### src/rtl/alu_seq_pkg.sv
// Shared types and constants for the alu_seq16 byte-pass sequencer.
package alu_seq_pkg;

    typedef enum logic [2:0] {
        IDLE = 3'd0,
        LO   = 3'd1,
        HI   = 3'd2,
        MUL  = 3'd3,
        DONE = 3'd4
    } state_e;

    localparam logic       CMD_OP16       = 1'b0;
    localparam logic       CMD_MUL8       = 1'b1;

    localparam logic [3:0] ALU_OP_ADD     = 4'b1001;
    localparam logic [3:0] ALU_OP_SUB     = 4'b0110;

    // Raw ALU carry-in level meaning "no carry" on an add.
    localparam logic       ALU_CF_NOCARRY = 1'b1;

endpackage

### src/rtl/alu_seq16.sv
// alu_seq16: drives the shared 8-bit 74181-style ALU through two byte passes
// for a 16-bit operation, or eight shift-add passes for an 8x8 multiply.
// Optional build macro ALU_SEQ_MUL_EN enables the MUL8 command; without it
// cmd is ignored and every start runs the 16-bit op path.
module alu_seq16
    import alu_seq_pkg::*;
(
    input  logic        clk,
    input  logic        rst,
    input  logic        start,
    input  logic        cmd,
    input  logic [3:0]  op,
    input  logic        mode,
    input  logic        cin,
    input  logic [15:0] opa,
    input  logic [15:0] opb,
    output logic        busy,
    output logic        done,
    output logic [15:0] result,
    output logic        cf_out,
    output logic [7:0]  alu_a,
    output logic [7:0]  alu_b,
    output logic        alu_cf_in,
    output logic [3:0]  alu_op,
    output logic        alu_mode,
    input  logic [7:0]  alu_out,
    input  logic        alu_cf_out
);

    state_e      state_q, state_d;
    logic [15:0] a_q, a_d;
    logic [15:0] b_q, b_d;
    logic [3:0]  op_q, op_d;
    logic        mode_q, mode_d;
    logic        cin_q, cin_d;
    logic        c_q, c_d;
    logic [7:0]  res_lo_q, res_lo_d;
    logic [15:0] result_q, result_d;
    logic        cf_q, cf_d;

`ifdef ALU_SEQ_MUL_EN
    logic [2:0]  cnt_q, cnt_d;
    logic [7:0]  acc_hi_q, acc_hi_d;
    logic [7:0]  acc_lo_q, acc_lo_d;
    logic [7:0]  mcand_q, mcand_d;
    logic [7:0]  mul_sum;
    logic        mul_k;
`else
    logic        unused_cmd;
    assign unused_cmd = cmd;
`endif

    assign busy   = (state_q != IDLE);
    assign done   = (state_q == DONE);
    assign result = result_q;
    assign cf_out = cf_q;

    // Next-state and datapath register updates for each sequencer state.
    always_comb begin
        state_d  = state_q;
        a_d      = a_q;
        b_d      = b_q;
        op_d     = op_q;
        mode_d   = mode_q;
        cin_d    = cin_q;
        c_d      = c_q;
        res_lo_d = res_lo_q;
        result_d = result_q;
        cf_d     = cf_q;
`ifdef ALU_SEQ_MUL_EN
        cnt_d    = cnt_q;
        acc_hi_d = acc_hi_q;
        acc_lo_d = acc_lo_q;
        mcand_d  = mcand_q;
        // Add the multiplicand only when the current multiplier bit is set;
        // the ALU carry is active-low, so invert it to get the 9th sum bit.
        mul_sum  = acc_lo_q[0] ? alu_out : acc_hi_q;
        mul_k    = acc_lo_q[0] ? ~alu_cf_out : 1'b0;
`endif
        case (state_q)
            IDLE: begin
                if (start) begin
                    a_d    = opa;
                    b_d    = opb;
                    op_d   = op;
                    mode_d = mode;
                    cin_d  = cin;
                    state_d = LO;
`ifdef ALU_SEQ_MUL_EN
                    if (cmd == CMD_MUL8) begin
                        state_d  = MUL;
                        cnt_d    = 3'd0;
                        acc_hi_d = 8'd0;
                        acc_lo_d = opb[7:0];
                        mcand_d  = opa[7:0];
                    end
`endif
                end
            end
            LO: begin
                res_lo_d = alu_out;
                c_d      = alu_cf_out;
                state_d  = HI;
            end
            HI: begin
                result_d = {alu_out, res_lo_q};
                cf_d     = alu_cf_out;
                state_d  = DONE;
            end
`ifdef ALU_SEQ_MUL_EN
            MUL: begin
                {acc_hi_d, acc_lo_d} = {mul_k, mul_sum, acc_lo_q[7:1]};
                cnt_d = cnt_q + 3'd1;
                if (cnt_q == 3'd7) begin
                    result_d = {mul_k, mul_sum, acc_lo_q[7:1]};
                    cf_d     = 1'b0;
                    state_d  = DONE;
                end
            end
`endif
            DONE:    state_d = IDLE;
            default: state_d = IDLE;
        endcase
    end

    // ALU port drive: owned only during LO/HI/MUL, parked at zero otherwise.
    always_comb begin
        alu_a     = 8'd0;
        alu_b     = 8'd0;
        alu_cf_in = 1'b0;
        alu_op    = 4'd0;
        alu_mode  = 1'b0;
        case (state_q)
            LO: begin
                alu_a     = a_q[7:0];
                alu_b     = b_q[7:0];
                alu_cf_in = cin_q;
                alu_op    = op_q;
                alu_mode  = mode_q;
            end
            HI: begin
                // Raw carry from the low pass chains correctly for add and sub.
                alu_a     = a_q[15:8];
                alu_b     = b_q[15:8];
                alu_cf_in = c_q;
                alu_op    = op_q;
                alu_mode  = mode_q;
            end
`ifdef ALU_SEQ_MUL_EN
            MUL: begin
                alu_a     = acc_hi_q;
                alu_b     = mcand_q;
                alu_cf_in = ALU_CF_NOCARRY;
                alu_op    = ALU_OP_ADD;
                alu_mode  = 1'b0;
            end
`endif
            default: ;
        endcase
    end

    // State and datapath registers with synchronous reset (aborts any pass).
    always_ff @(posedge clk) begin
        if (rst) begin
            state_q  <= IDLE;
            a_q      <= '0;
            b_q      <= '0;
            op_q     <= '0;
            mode_q   <= 1'b0;
            cin_q    <= 1'b0;
            c_q      <= 1'b0;
            res_lo_q <= '0;
            result_q <= '0;
            cf_q     <= 1'b0;
`ifdef ALU_SEQ_MUL_EN
            cnt_q    <= '0;
            acc_hi_q <= '0;
            acc_lo_q <= '0;
            mcand_q  <= '0;
`endif
        end else begin
            state_q  <= state_d;
            a_q      <= a_d;
            b_q      <= b_d;
            op_q     <= op_d;
            mode_q   <= mode_d;
            cin_q    <= cin_d;
            c_q      <= c_d;
            res_lo_q <= res_lo_d;
            result_q <= result_d;
            cf_q     <= cf_d;
`ifdef ALU_SEQ_MUL_EN
            cnt_q    <= cnt_d;
            acc_hi_q <= acc_hi_d;
            acc_lo_q <= acc_lo_d;
            mcand_q  <= mcand_d;
`endif
        end
    end

endmodule

### config.mk
export PLATFORM = sky130hd
export DESIGN_NAME = alu_seq16
export DESIGN_NICKNAME = d
export VERILOG_FILES = /design/src/rtl/alu_seq_pkg.sv /design/src/rtl/alu_seq16.sv
export SDC_FILE = /design/constraint.sdc
export NUM_CORES = 1
export LEC_CHECK = 0
export ABC_AREA = 1
export BUFFER_PORTS_ARGS = -buffer_cell sky130_fd_sc_hd__buf_2
export CAP_MARGIN = 10
export CORE_AREA = 2 2 77 79
export CTS_BUF_LIST = sky130_fd_sc_hd__clkbuf_4
export DETAILED_ROUTE_END_ITERATION = 6
export DIE_AREA = 0 0 79 81
export PLACE_DENSITY = 0.89
export SYNTH_ARGS = -nofsm -noshare
export SYNTH_HDL_FRONTEND = slang
export SYNTH_SLANG_ARGS = --single-unit
export TNS_END_PERCENT = 20
### constraint.sdc
create_clock -name clk -period 3.3 [get_ports clk]
set_input_delay 0.165 -clock clk [delete_from_list [all_inputs] [get_ports clk]]
set_output_delay 0.165 -clock clk [all_outputs]
set_load 0.01 [all_outputs]
**Word-level counts from Yosys, hierarchy flattened**

Index checks and enable logic that the tools add are counted.

- Multipliers: 0
- Divide/modulo/power cells: 0
- Multiplexer cells: 7
- $add $sub $neg: 0
- $lt $le $gt $ge: 0
- Shift-type cells: 0
- Bitwise gates (word level): 0
- Reduce and logical (&&, ||, !) cells: 4
- Eq/ne operators: 4

Operators with widths:

| cell | number |
|---|---|
| $pmux W8 S2 | 2 |
| $pmux W3 S3 | 1 |
| $mux W4 | 1 |
| $eq A3 B1 Y1 const B | 1 |
| $eq A3 B2 Y1 const B | 1 |
| $eq A3 B3 Y1 const B | 1 |
| $logic_not A3 Y1 | 1 |
| $mux W3 | 1 |
| $reduce_bool A3 Y1 | 1 |
| $ne A2 B2 Y1 const B | 1 |
| $pmux W1 S2 | 1 |
| $reduce_and A2 Y1 | 1 |
| $reduce_or A2 Y1 | 1 |
| $mux W1 | 1 |

- Bits in read-only memories: 0
- Bits in registers: 67
- Output and inout bits: 41
- Latch bits: 0
- Input bits: 51
- Memories: 0
- RAM bits: 0

**Depth between registers and ports, before layout**

- Depth after elaboration: 3
- Depth in mapped cells: 7
- Depth with buffers taken out: 5

**Worst setup path after synthesis**

No wires, ideal clock.

- Path kind: reg2out
- Start: register state_q[0]
- End: output port alu_a[1]
- Slack: 2021 ps
- Arrival: 1114 ps
- Path buffers: 3
- Data required time: 3135 ps
- Cell stages (with the launch flop): 6
- Cells stage by stage: dfxtp_1 -> buf_2 -> nand3_2 -> buf_6 -> buf_2 -> o22ai_1

- Word-level cells in the longest chain between the ends: 2
- Elaborated cells between the ends (all ways): 3
- Classes of those cells: 2 x eq/ne; 1 x mux

RTL lines:

| item | RTL line | source |
|---|---|---|
| start, declared | alu_seq16.sv:30 | `state_e state_q, state_d;` |
| start signal, assigned | alu_seq16.sv:182 | `state_q <= state_d;` |
| $eq A3 B2 Y1 / $eq A3 B1 Y1 (equally long branches) | alu_seq16.sv:133 | `case (state_q)` |
| $pmux W8 S2 * | alu_seq16.sv:133 |  |
| end, declared | alu_seq16.sv:21 | `output logic [7:0] alu_a,` |

Every way passes the cells marked *; elsewhere a longest branch is shown, timed or not.

**Worst setup path after layout**

- Start: register state_q[0]
- End: output port alu_op[2]

- Word-level cells in the longest chain between the ends: 3
- Elaborated cells between the ends (all ways): 4
- Classes of those cells: 2 x eq/ne; 1 x mux; 1 x reduce/logical

RTL lines:

| item | RTL line | source |
|---|---|---|
| $eq A3 B2 Y1 / $eq A3 B1 Y1 (equally long branches) | alu_seq16.sv:133 |  |
| $reduce_or A2 Y1 (no source line) * | -- |  |
| $mux W4 * | alu_seq16.sv:133 |  |
| end, declared | alu_seq16.sv:24 | `output logic [3:0] alu_op,` |

Marks and branches as above.

==> impl_metrics.toml <==
[placement]
place_congestion = 0.827
dpl_cell_area_um2 = 3570
place_ws_ns = 1.43
io_buffer_count = 90
hpwl_um = 4790

[final_layout]
design_area_um2 = 3820
final_util_pct = 67.4
diodes = 0
drive_above_1_share_pct = 20.8
nets = 608
syn2layout_area_growth_pct = 21.7

[drt]
first_pass_iters = 4
drcViolationCount = 0
ant_nets = 0
drt_iter0_markers = 147
wire_per_inst_um = 11.3
via_count = 3117
vias_per_cell = 4.89
wl_um = 7210

[clocking]
worstSkewPairLatency_ns = 0.40
numCtsBuffers = 9
cts_tree = "built"
clock_path_buffers = 2
cts_setup_buffers = 0
clk_pin_slew_worst_paths_ns = 0.11
cts_hold_repair.buffers = 0
ctsResizeCount = 0
cts_root_buffer = "clkbuf_4"
cts.sinks = 67
cts_max_level = 3

[yosys]
yosys.area.top_type = "dfxtp_1"
synth.area.top_cells = "dfxtp_1, inv_1, nand2_1"
synth.avg_cell_area_um2 = 6.50
synth.cells.most_frequent = "inv_1, nand2_1, nor2_1"
synth-edff-count = 0
yosysMostFrequentCell = "inv_1"
synthDistinctLibCells = 19
synth_seq_cells = 67
syn_area_um2 = 3140
syn_nets = 534
ys_seq_area_share_pct = 42.7
async_flop_share_pct = 0
ys.flop_type = "dfxtp_1"
synth_top_area_share_pct = 42.7
yosysWarningCount = 0
synthesis.instances = 483

[critical_path]
endpoint_kind = "output port"
rrSetupSlack_ns = 1.41
cp.required_ns = 3.13
regToRegStartpoint = "state_q[0]$_SDFFE_PP0P_"
crit_end = "alu_op[2]"
cp_num_buf_inv = 2
crit_cells = 5
slowest_stage = "dfxtp_1"
reg2reg_depth = 5
worstSetupPathType = "flop to output port"
critPathTopFamily = "simple AND/OR/NAND/NOR gates"
regToRegEndpoint = "result[7]$_SDFFE_PP0N_"
cp_cell_sequence = "nand3_2 -> nand2_1 -> inv_1 -> nor2_1 -> buf_2"
start_kind = "flop"
critPathMaxStageDelay_ns = 0.58
worstPathArrival_ns = 2.19
critPathMaxFanout = 29
startpoint = "state_q[0]$_SDFFE_PP0P_"

[global_routing]
grt_use_total_pct = 23.2
antenna_found_initial = 0
grt_start_max_net_pins = 40
grt.overflow.total = 0
grt_pass1_wl_um = 11800
grt_pass1_vias = 2908

[sta]
hold_viol = 0
finalClockSkew_ns = 0.00834
setup_tns_ns = 0
fmax_ghz = 0.425
post-route-period-util_pct = 71.2
rsz0062_at_grt = "no"
maxSlewHeadroom_pct = 53.1
period_minus_slack_ns = 2.35
slew_viol_final = 0
finalSetupViolCount = 0
worst_slack_ns = 0.950
tightest_slew_ns = 0.701

[pwr]
p_per_area_nw_per_um2 = 550
power.total_mw = 2.10
leakage_nw = 2.19
ir_worst_vdd_v = 0.000264

[status]
status = "finished, final reports clean"

[floorplanning]
core_um2 = 5680
die_x_um = 79
die_area_um2 = 6400
start_util_pct = 55.4
num_rows = 28
io_pins = 92
fp.dieH_um = 81

[hold_path]
hold_class = "primary input to flop"

[job]
cap_violations = 0
==> state kept, by name, summed over array words and instances, names as in the netlist <==
name      cells
state_q       3
c_q           1
res_lo_q      8
cin_q         1
result       16
op_q          4
mode_q        1
a_q          16
b_q          16
cf_out        1
==> placed cells by master (no fill, tap or decap), types with 3 or more instances in the layout <==
cell type,count
inv_1,117
buf_2,90
nand2_1,88
nor2_1,83
dfxtp_1,67
nand4_1,46
o22ai_1,17
o21ai_0,17
clkbuf_4,9
a21oi_1,8
bufinv_16,6
buf_4,5
inv_2,3
==> cell families after synthesis <==
| group | after synthesis | share of synthesized area (%) |
|---|---|---|
| AOI/OAI and AO/OA | 42 | 7.37 |
| and+or+nand+nor | 222 | 30.6 |
| DFF | 67 | 42.7 |
| buffers and inverters | 152 | 19.3 |
==> worst min path at each step <==
stage                           from                       end  slack (ns)  cells after the start
after floorplan                  rst  res_lo_q[7]$_SDFFE_PP0N_        0.23                      1
after global placement    alu_cf_out          c_q$_SDFFE_PP0N_        0.42                      3
after detailed placement  alu_cf_out          c_q$_SDFFE_PP0N_        0.45                      3
after CTS                 alu_cf_out          c_q$_SDFFE_PP0N_        0.02                      3
after global routing      alu_out[7]  res_lo_q[7]$_SDFFE_PP0N_        0.03                      3
final                     alu_cf_out          c_q$_SDFFE_PP0N_        0.03                      3
==> layer usage <==
| metal | track usage (%) | routed length [um] |
|---|---|---|
| met1 | 24.7 | 3050 |
| met4 | 12.2 | 151 |
| met5 | 0 | 0 |
| met2 | 43.5 | 3570 |
| met3 | 4.44 | 444 |
==> power by group <==
group | leakage, nW | internal, mW | total [mW] | switching [mW]
Clock | 0.126 | 0.612 | 0.905 | 0.293
Combinational | 1.51 | 0.115 | 0.307 | 0.192
Sequential | 0.551 | 0.867 | 0.889 | 0.0216
==> tightest hold or removal path, cell delays in order <==
cell and delay, ns:
buf_2 0.09, nor2_1 0.04, nor2_1 0.09
==> final cells by class <==
class / instances / area (um2)
Clock buffer: 9 / 67.6
Clock inverter: 7 / 188
Fill cell: 516 / 1850
Inverter: 120 / 450
Multi-Input combinational cell: 264 / 1190
Sequential cell: 67 / 1340
Tap cell: 75 / 93.8
Timing Repair Buffer: 95 / 488
==> stage by stage <==
stage | hold WS [ns] | std cells
after floorplan | 0.234 | 483
after global placement | 0.420 | 621
after detailed placement | 0.445 | 621
after CTS | 0.0220 | 637
after global routing | 0.0257 | 637
final | 0.0283 | 637
Note: power is estimated with default switching activity, not from simulation.
